### src/rtl/serial_subtractor_pkg.sv
// Shared definitions for the digit-serial subtractor: FSM state encoding
// and the WIDTH/DIGIT legality check used at elaboration.
package serial_subtractor_pkg;

    localparam logic [1:0] IDLE = 2'd0;
    localparam logic [1:0] BUSY = 2'd1;
    localparam logic [1:0] DONE = 2'd2;

    // A configuration is usable when the operand splits into whole digits.
    function automatic bit cfg_legal(input int width, input int digit);
        return (width >= 2) && (digit >= 1) && ((width % digit) == 0);
    endfunction

endpackage

### src/rtl/serial_subtractor_if.sv
// Request/response bundle of the digit-serial subtractor.
// The ovf signal exists only when SERIAL_SUBTRACTOR_OVF_EN is defined.
interface serial_subtractor_if #(
    parameter int WIDTH = 8
);
    logic             start;
    logic             ready;
    logic [WIDTH-1:0] x;
    logic [WIDTH-1:0] y;
    logic             bin;
    logic [WIDTH-1:0] diff;
    logic             bout;
    logic             valid;
    logic             ack;
`ifdef SERIAL_SUBTRACTOR_OVF_EN
    logic             ovf;

    modport master (output start, x, y, bin, ack,
                    input  ready, diff, bout, valid, ovf);
    modport slave  (input  start, x, y, bin, ack,
                    output ready, diff, bout, valid, ovf);
`else
    modport master (output start, x, y, bin, ack,
                    input  ready, diff, bout, valid);
    modport slave  (input  start, x, y, bin, ack,
                    output ready, diff, bout, valid);
`endif
endinterface

### src/rtl/serial_subtractor_fsub_cell.sv
// One-bit full subtractor: d = a - b - c, with borrow out.
module fsub_cell (
    input  logic a,
    input  logic b,
    input  logic c,
    output logic d,
    output logic borrow
);
    assign d      = a ^ b ^ c;
    assign borrow = (~a & b) | (~a & c) | (b & c);
endmodule

### src/rtl/serial_subtractor.sv
// Digit-serial subtractor: computes x - y - bin over WIDTH/DIGIT cycles,
// DIGIT bits per cycle through a ripple chain of fsub_cell instances.
// Optional signed-overflow output enabled by SERIAL_SUBTRACTOR_OVF_EN.
module serial_subtractor
    import serial_subtractor_pkg::*;
#(
    parameter int WIDTH = 8,
    parameter int DIGIT = 1
) (
    input logic                clock,
    input logic                reset,
    serial_subtractor_if.slave bus
);
    localparam int N     = WIDTH / DIGIT;
    localparam int CNT_W = $clog2(N + 1);

    if (!cfg_legal(WIDTH, DIGIT)) begin : g_cfg_err
        $error("serial_subtractor: WIDTH must be >= 2 and a multiple of DIGIT >= 1");
    end

    logic [1:0]       state;
    logic [CNT_W-1:0] cnt;
    logic [WIDTH-1:0] xs;
    logic [WIDTH-1:0] ys;
    logic [WIDTH-1:0] res;
    logic [WIDTH-1:0] res_next;
    logic             borrow_r;
    logic [DIGIT-1:0] dg;
    logic             cout;

    // Ripple chain over the low DIGIT bits of the operand shift registers;
    // each stage keeps its own carry signal so the chain is not one vector.
    for (genvar i = 0; i < DIGIT; i++) begin : g_cell
        logic cin;
        logic bo;
        if (i == 0) begin : g_first
            assign cin = borrow_r;
        end else begin : g_next
            assign cin = g_cell[i-1].bo;
        end
        fsub_cell u_cell (
            .a      (xs[i]),
            .b      (ys[i]),
            .c      (cin),
            .d      (dg[i]),
            .borrow (bo)
        );
    end

    assign cout = g_cell[DIGIT-1].bo;

    // New digit enters at the MSB end; after N digits the LSB digit is at bit 0.
    assign res_next = (res >> DIGIT) | (WIDTH'(dg) << (WIDTH - DIGIT));

    // Control FSM, operand shift registers, result and running borrow.
    always_ff @(posedge clock) begin
        if (reset) begin
            state    <= IDLE;
            cnt      <= '0;
            xs       <= '0;
            ys       <= '0;
            res      <= '0;
            borrow_r <= 1'b0;
        end else begin
            case (state)
                IDLE: begin
                    if (bus.start) begin
                        state    <= BUSY;
                        cnt      <= '0;
                        xs       <= bus.x;
                        ys       <= bus.y;
                        borrow_r <= bus.bin;
                    end
                end
                BUSY: begin
                    xs       <= xs >> DIGIT;
                    ys       <= ys >> DIGIT;
                    res      <= res_next;
                    borrow_r <= cout;
                    cnt      <= cnt + CNT_W'(1);
                    if (cnt == CNT_W'(N - 1)) begin
                        state <= DONE;
                    end
                end
                DONE: begin
                    if (bus.ack) begin
                        state <= IDLE;
                    end
                end
                default: state <= IDLE;
            endcase
        end
    end

    assign bus.ready = (state == IDLE);
    assign bus.valid = (state == DONE);
    assign bus.diff  = res;
    assign bus.bout  = borrow_r;

`ifdef SERIAL_SUBTRACTOR_OVF_EN
    logic xmsb;
    logic ymsb;

    // Operand sign bits captured at accept for the overflow flag.
    always_ff @(posedge clock) begin
        if (reset) begin
            xmsb <= 1'b0;
            ymsb <= 1'b0;
        end else if ((state == IDLE) && bus.start) begin
            xmsb <= bus.x[WIDTH-1];
            ymsb <= bus.y[WIDTH-1];
        end
    end

    assign bus.ovf = (xmsb != ymsb) && (res[WIDTH-1] != xmsb);
`endif

endmodule
### src/flat_wrapper.sv
// flat-port wrapper written by rule: the top's interface ports become plain ports
module serial_subtractor_flat import serial_subtractor_pkg::*;
#(
    parameter int WIDTH = 8,
    parameter int DIGIT = 1
)
  (clock, reset, bus_start, bus_x, bus_y, bus_bin, bus_ack, bus_ready, bus_diff, bus_bout, bus_valid);
  serial_subtractor_if #(.WIDTH(WIDTH)) bus_i ();
  input logic clock;
  input logic reset;
  input wire logic [$bits(bus_i.start)-1:0] bus_start;
  input wire logic [$bits(bus_i.x)-1:0] bus_x;
  input wire logic [$bits(bus_i.y)-1:0] bus_y;
  input wire logic [$bits(bus_i.bin)-1:0] bus_bin;
  input wire logic [$bits(bus_i.ack)-1:0] bus_ack;
  output wire logic [$bits(bus_i.ready)-1:0] bus_ready;
  output wire logic [$bits(bus_i.diff)-1:0] bus_diff;
  output wire logic [$bits(bus_i.bout)-1:0] bus_bout;
  output wire logic [$bits(bus_i.valid)-1:0] bus_valid;
  assign bus_i.start = bus_start;
  assign bus_i.x = bus_x;
  assign bus_i.y = bus_y;
  assign bus_i.bin = bus_bin;
  assign bus_i.ack = bus_ack;
  assign bus_ready = bus_i.ready;
  assign bus_diff = bus_i.diff;
  assign bus_bout = bus_i.bout;
  assign bus_valid = bus_i.valid;
  serial_subtractor #(.WIDTH(WIDTH), .DIGIT(DIGIT)) u_core (.clock(clock), .reset(reset), .bus(bus_i));
endmodule
### config.mk
export PLATFORM = sky130hd
export DESIGN_NAME = serial_subtractor_flat
export DESIGN_NICKNAME = d
export VERILOG_FILES = /design/src/rtl/serial_subtractor_pkg.sv /design/src/rtl/serial_subtractor_if.sv /design/src/rtl/serial_subtractor_fsub_cell.sv /design/src/rtl/serial_subtractor.sv /design/src/flat_wrapper.sv
export SDC_FILE = /design/constraint.sdc
export NUM_CORES = 1
export LEC_CHECK = 0
export ABC_AREA = 1
export CELL_PAD_IN_SITES_DETAIL_PLACEMENT = 1
export CELL_PAD_IN_SITES_GLOBAL_PLACEMENT = 1
export CORE_AREA = 2 2 72 74
export CTS_CLUSTER_DIAMETER = 40
export DETAILED_ROUTE_END_ITERATION = 8
export DIE_AREA = 0 0 74 76
export GPL_TIMING_DRIVEN = 0
export PLACE_DENSITY = 0.72
export SLEW_MARGIN = 20
export SYNTH_ARGS = -nofsm -noshare
export SYNTH_HDL_FRONTEND = slang
export SYNTH_SLANG_ARGS = --single-unit
### constraint.sdc
create_clock -name clock -period 1.2 [get_ports clock]
set_input_delay 0.24 -clock clock [delete_from_list [all_inputs] [get_ports clock]]
set_output_delay 0.24 -clock clock [all_outputs]
set_load 0.1 [all_outputs]
==> flow_metrics.py <==
metrics = {
    "outcome": {
        "status": "complete, but fails checks",
        "violations": "setup timing",
    },
    "cts": {
        "clockBufferDepth": 2,
        "cts_inserted_buffers": 5,
        "cts_hold_buffers": 0,
        "htreeDepth": 2,
        "cts_sinks": 31,
        "clk_latency_ns": 0.28,
        "cts_root_buffer": "clkbuf_8",
        "clk_pin_slew_worst_paths_ns": 0.06,
        "cts_tree": "built",
    },
    "timing": {
        "slew_headroom": 0.815,
        "fin_ws_ns": -0.156,
        "min_period_ns": 1.36,
        "skew_ns": 0.00273,
        "fmax_mhz": 737,
        "finalMaxSlewViolations": 0,
        "final_hold_viol_count": 0,
        "rsz0062_at_grt": "yes",
        "worst_pin_slew_ns": 0.280,
        "finalSetupViolCount": 16,
        "fin_crit_sh": 1.13,
    },
    "cells_and_area": {
        "insertedDiodeCount": 0,
        "layout-drive-gt1-share": 0.295,
        "fillers": 611,
        "final_common_cell": "nand2_1",
        "fin_util": 0.468,
        "layout_common_cells": "nand2_1, nor2_1, nand3_1, dfxtp_1, inv_1",
        "area_growth_pct": 54.0,
        "multi_input_area_um2": 777,
        "final_area_um2": 2300,
        "final_net_count": 283,
        "regArea_um2": 633,
    },
    "yosys": {
        "syn_nets": 231,
        "synth_adder_area_share": 0.0218,
        "syn_inst": 208,
        "yosys_warnings": 0,
        "synth-seq-cells": 31,
        "yosys.area.top_type_share": 0.416,
        "synth_mux_area_frac": 0,
        "synth_top_family_by_area": "simple AND/OR/NAND/NOR gates",
        "synth-simple-area-share": 0.365,
        "postSynthAreaPerCell_um2": 7.17,
        "synth_compound_area_frac": 0.0730,
        "synthXorXnorAreaFrac": 0,
        "syn-cell-area_um2": 1490,
        "synth.area.top_cells": "dfxtp_1, nand2_1, nand3_1",
        "ys_types": 22,
        "ys_seq_area_frac": 0.416,
        "synth_area_leader_cell": "dfxtp_1",
    },
    "global_routing": {
        "overflow": 0,
        "grt_pass1_wl_um": 7480,
        "grt_max_degree": 11,
        "antenna_found_initial": 0,
        "grtUsageTotal": 0.178,
        "first_global_vias": 1532,
    },
    "setup_path": {
        "cp_data_required_time_ns": 0.96,
        "timing.rr.start": "u_core.state[0]$_SDFFE_PP0P_",
        "cp_cell_sequence": "nor2_4, clkbuf_16, buf_16",
        "end_kind": "output pin",
        "crit_arrival_ns": 1.12,
        "max_stage_delay_ns": 0.36,
        "cp_slowest_cell": "dfxtp_2",
        "critPathKind": "flip-flop to output pin",
        "critPathLaunch": "u_core.state[0]$_SDFFE_PP0P_",
        "crit_path_start_kind": "flip-flop",
        "path_max_fanout": 3,
    },
    "placed_design": {
        "dp_hpwl_um": 2740,
        "io_buffers": 30,
        "gp_congestion": 0.747,
        "detailed_place.area_um2": 1910,
    },
    "power": {
        "total_leakage_power_uw": 0.00105,
        "power_density_nw_per_um2": 1440,
        "vdd_drop_max_v": 0.000592,
    },
    "die": {
        "die_area_um2": 5620,
        "num_rows": 26,
        "core_um2": 4910,
        "die_w_um": 74,
        "start_util": 0.304,
        "io_pins": 32,
        "die_y_um": 76,
    },
    "route": {
        "first_pass_iters": 4,
        "vias": 1494,
        "wl_um": 4550,
        "drc_errors": 0,
        "avgRoutedWirePerCell_um": 13.7,
        "viasPerCell": 4.51,
        "ant_nets": 0,
        "dr.first_iter.drc_count": 18,
    },
    "worst_hold_path": {
        "min_path_type": "input pin to flip-flop",
        "min_from": "bus_start",
    },
    "flow_run": {
        "drv_cap": 0,
    },
}
[timing repair]
action | in CTS | in global routing
setup endpoints to repair | 31 | 38
buffers inserted | 12 | 1
endpoints found under the hold margin | 0 | 0
gates cloned | 3 | 0
resized for setup | 106 | 12
pin swaps | 5 | 1
[per-layer routing]
metal  global-route usage  up-vias  wire length, µm
met5                    0        -                0
met4               0.0636        0               93
met3               0.0423        7              189
met2                0.293       33             2320
met1                0.224      697             1950
li1                     -      757                -
[kinds of logic (layout without fill, tap and decap cells)]
logic type | count (synthesis) | after routing
AO/OA/AOI/OAI | 21 | 21
AND/OR/NAND/NOR | 122 | 122
buffers and inverters | 32 | 85
flip-flops | 31 | 31
adder cells (fa/ha/maj) | 2 | 2
[critical path: cells and delay by family, from the launching register on]
family	cells	cell delay, ns
buf+inv	2	0.32
flops	1	0.36
simple gates	1	0.16
[cell usage after synthesis]
master	n
nand2_2	1
o21ai_0	11
buf_6	4
nand3_2	1
dfxtp_1	31
o21ai_2	1
buf_2	1
nand2_4	3
buf_8	1
clkbuf_1	1
clkbuf_8	2
fa_1	1
inv_1	21
ha_1	1
and3_1	1
nand3_1	30
nor2_4	2
nor2_1	39
nand2_1	45
a21oi_1	9
inv_2	1
inv_4	1
[path summary, 6_finish.rpt]
path | endpoint | slack (ns) | cells past startpoint
worst min-delay path | u_core.state[0]$_SDFFE_PP0P_ | 0.31 | 3
worst max register to register | u_core.ys[0]$_SDFFE_PP0P_ | -0.07 | 8
worst min register to register | u_core.xs[7]$_SDFFE_PP0P_ | 0.48 | 2
worst max-delay path | bus_ready | -0.16 | 3
[layout make-up]
type | count | share of cell area
repair buffers | 46 | 0.223
flip-flops and latches | 31 | 0.276
well taps | 70 | 0.0381
multi-input cells | 145 | 0.338
inverters | 23 | 0.0387
clock buffers | 8 | 0.0436
plain buffers | 8 | 0.0425
[state kept, by name, indices dropped and copies added (netlist names)]
register	count
u_core.bus.bout	1
u_core.bus.diff	8
u_core.cnt	4
u_core.state	2
u_core.xs	8
u_core.ys	8
[where the power goes]
part / switching, µW / internal, µW
Combinational: 711 / 475
Sequential: 76.2 / 1120
Clock: 391 / 523
[stage by stage]
| step | setup TNS [ns] | instances | worst slack, ns | hold WS, ns | power [µW] |
|---|---|---|---|---|---|
| after floorplan | -0.505 | 208 | -0.103 | 0.309 | 1890 |
| after global placement | -12.26 | 308 | -1.10 | 0.464 | 2140 |
| after detailed placement | -11.87 | 308 | -1.10 | 0.469 | 2150 |
| after CTS | -1.14 | 331 | -0.227 | 0.332 | 3310 |
| after global routing | -3.00 | 331 | -0.212 | 0.325 | 3470 |
| final | -0.617 | 331 | -0.156 | 0.309 | 3300 |
Power figures use the tool's default switching activity.
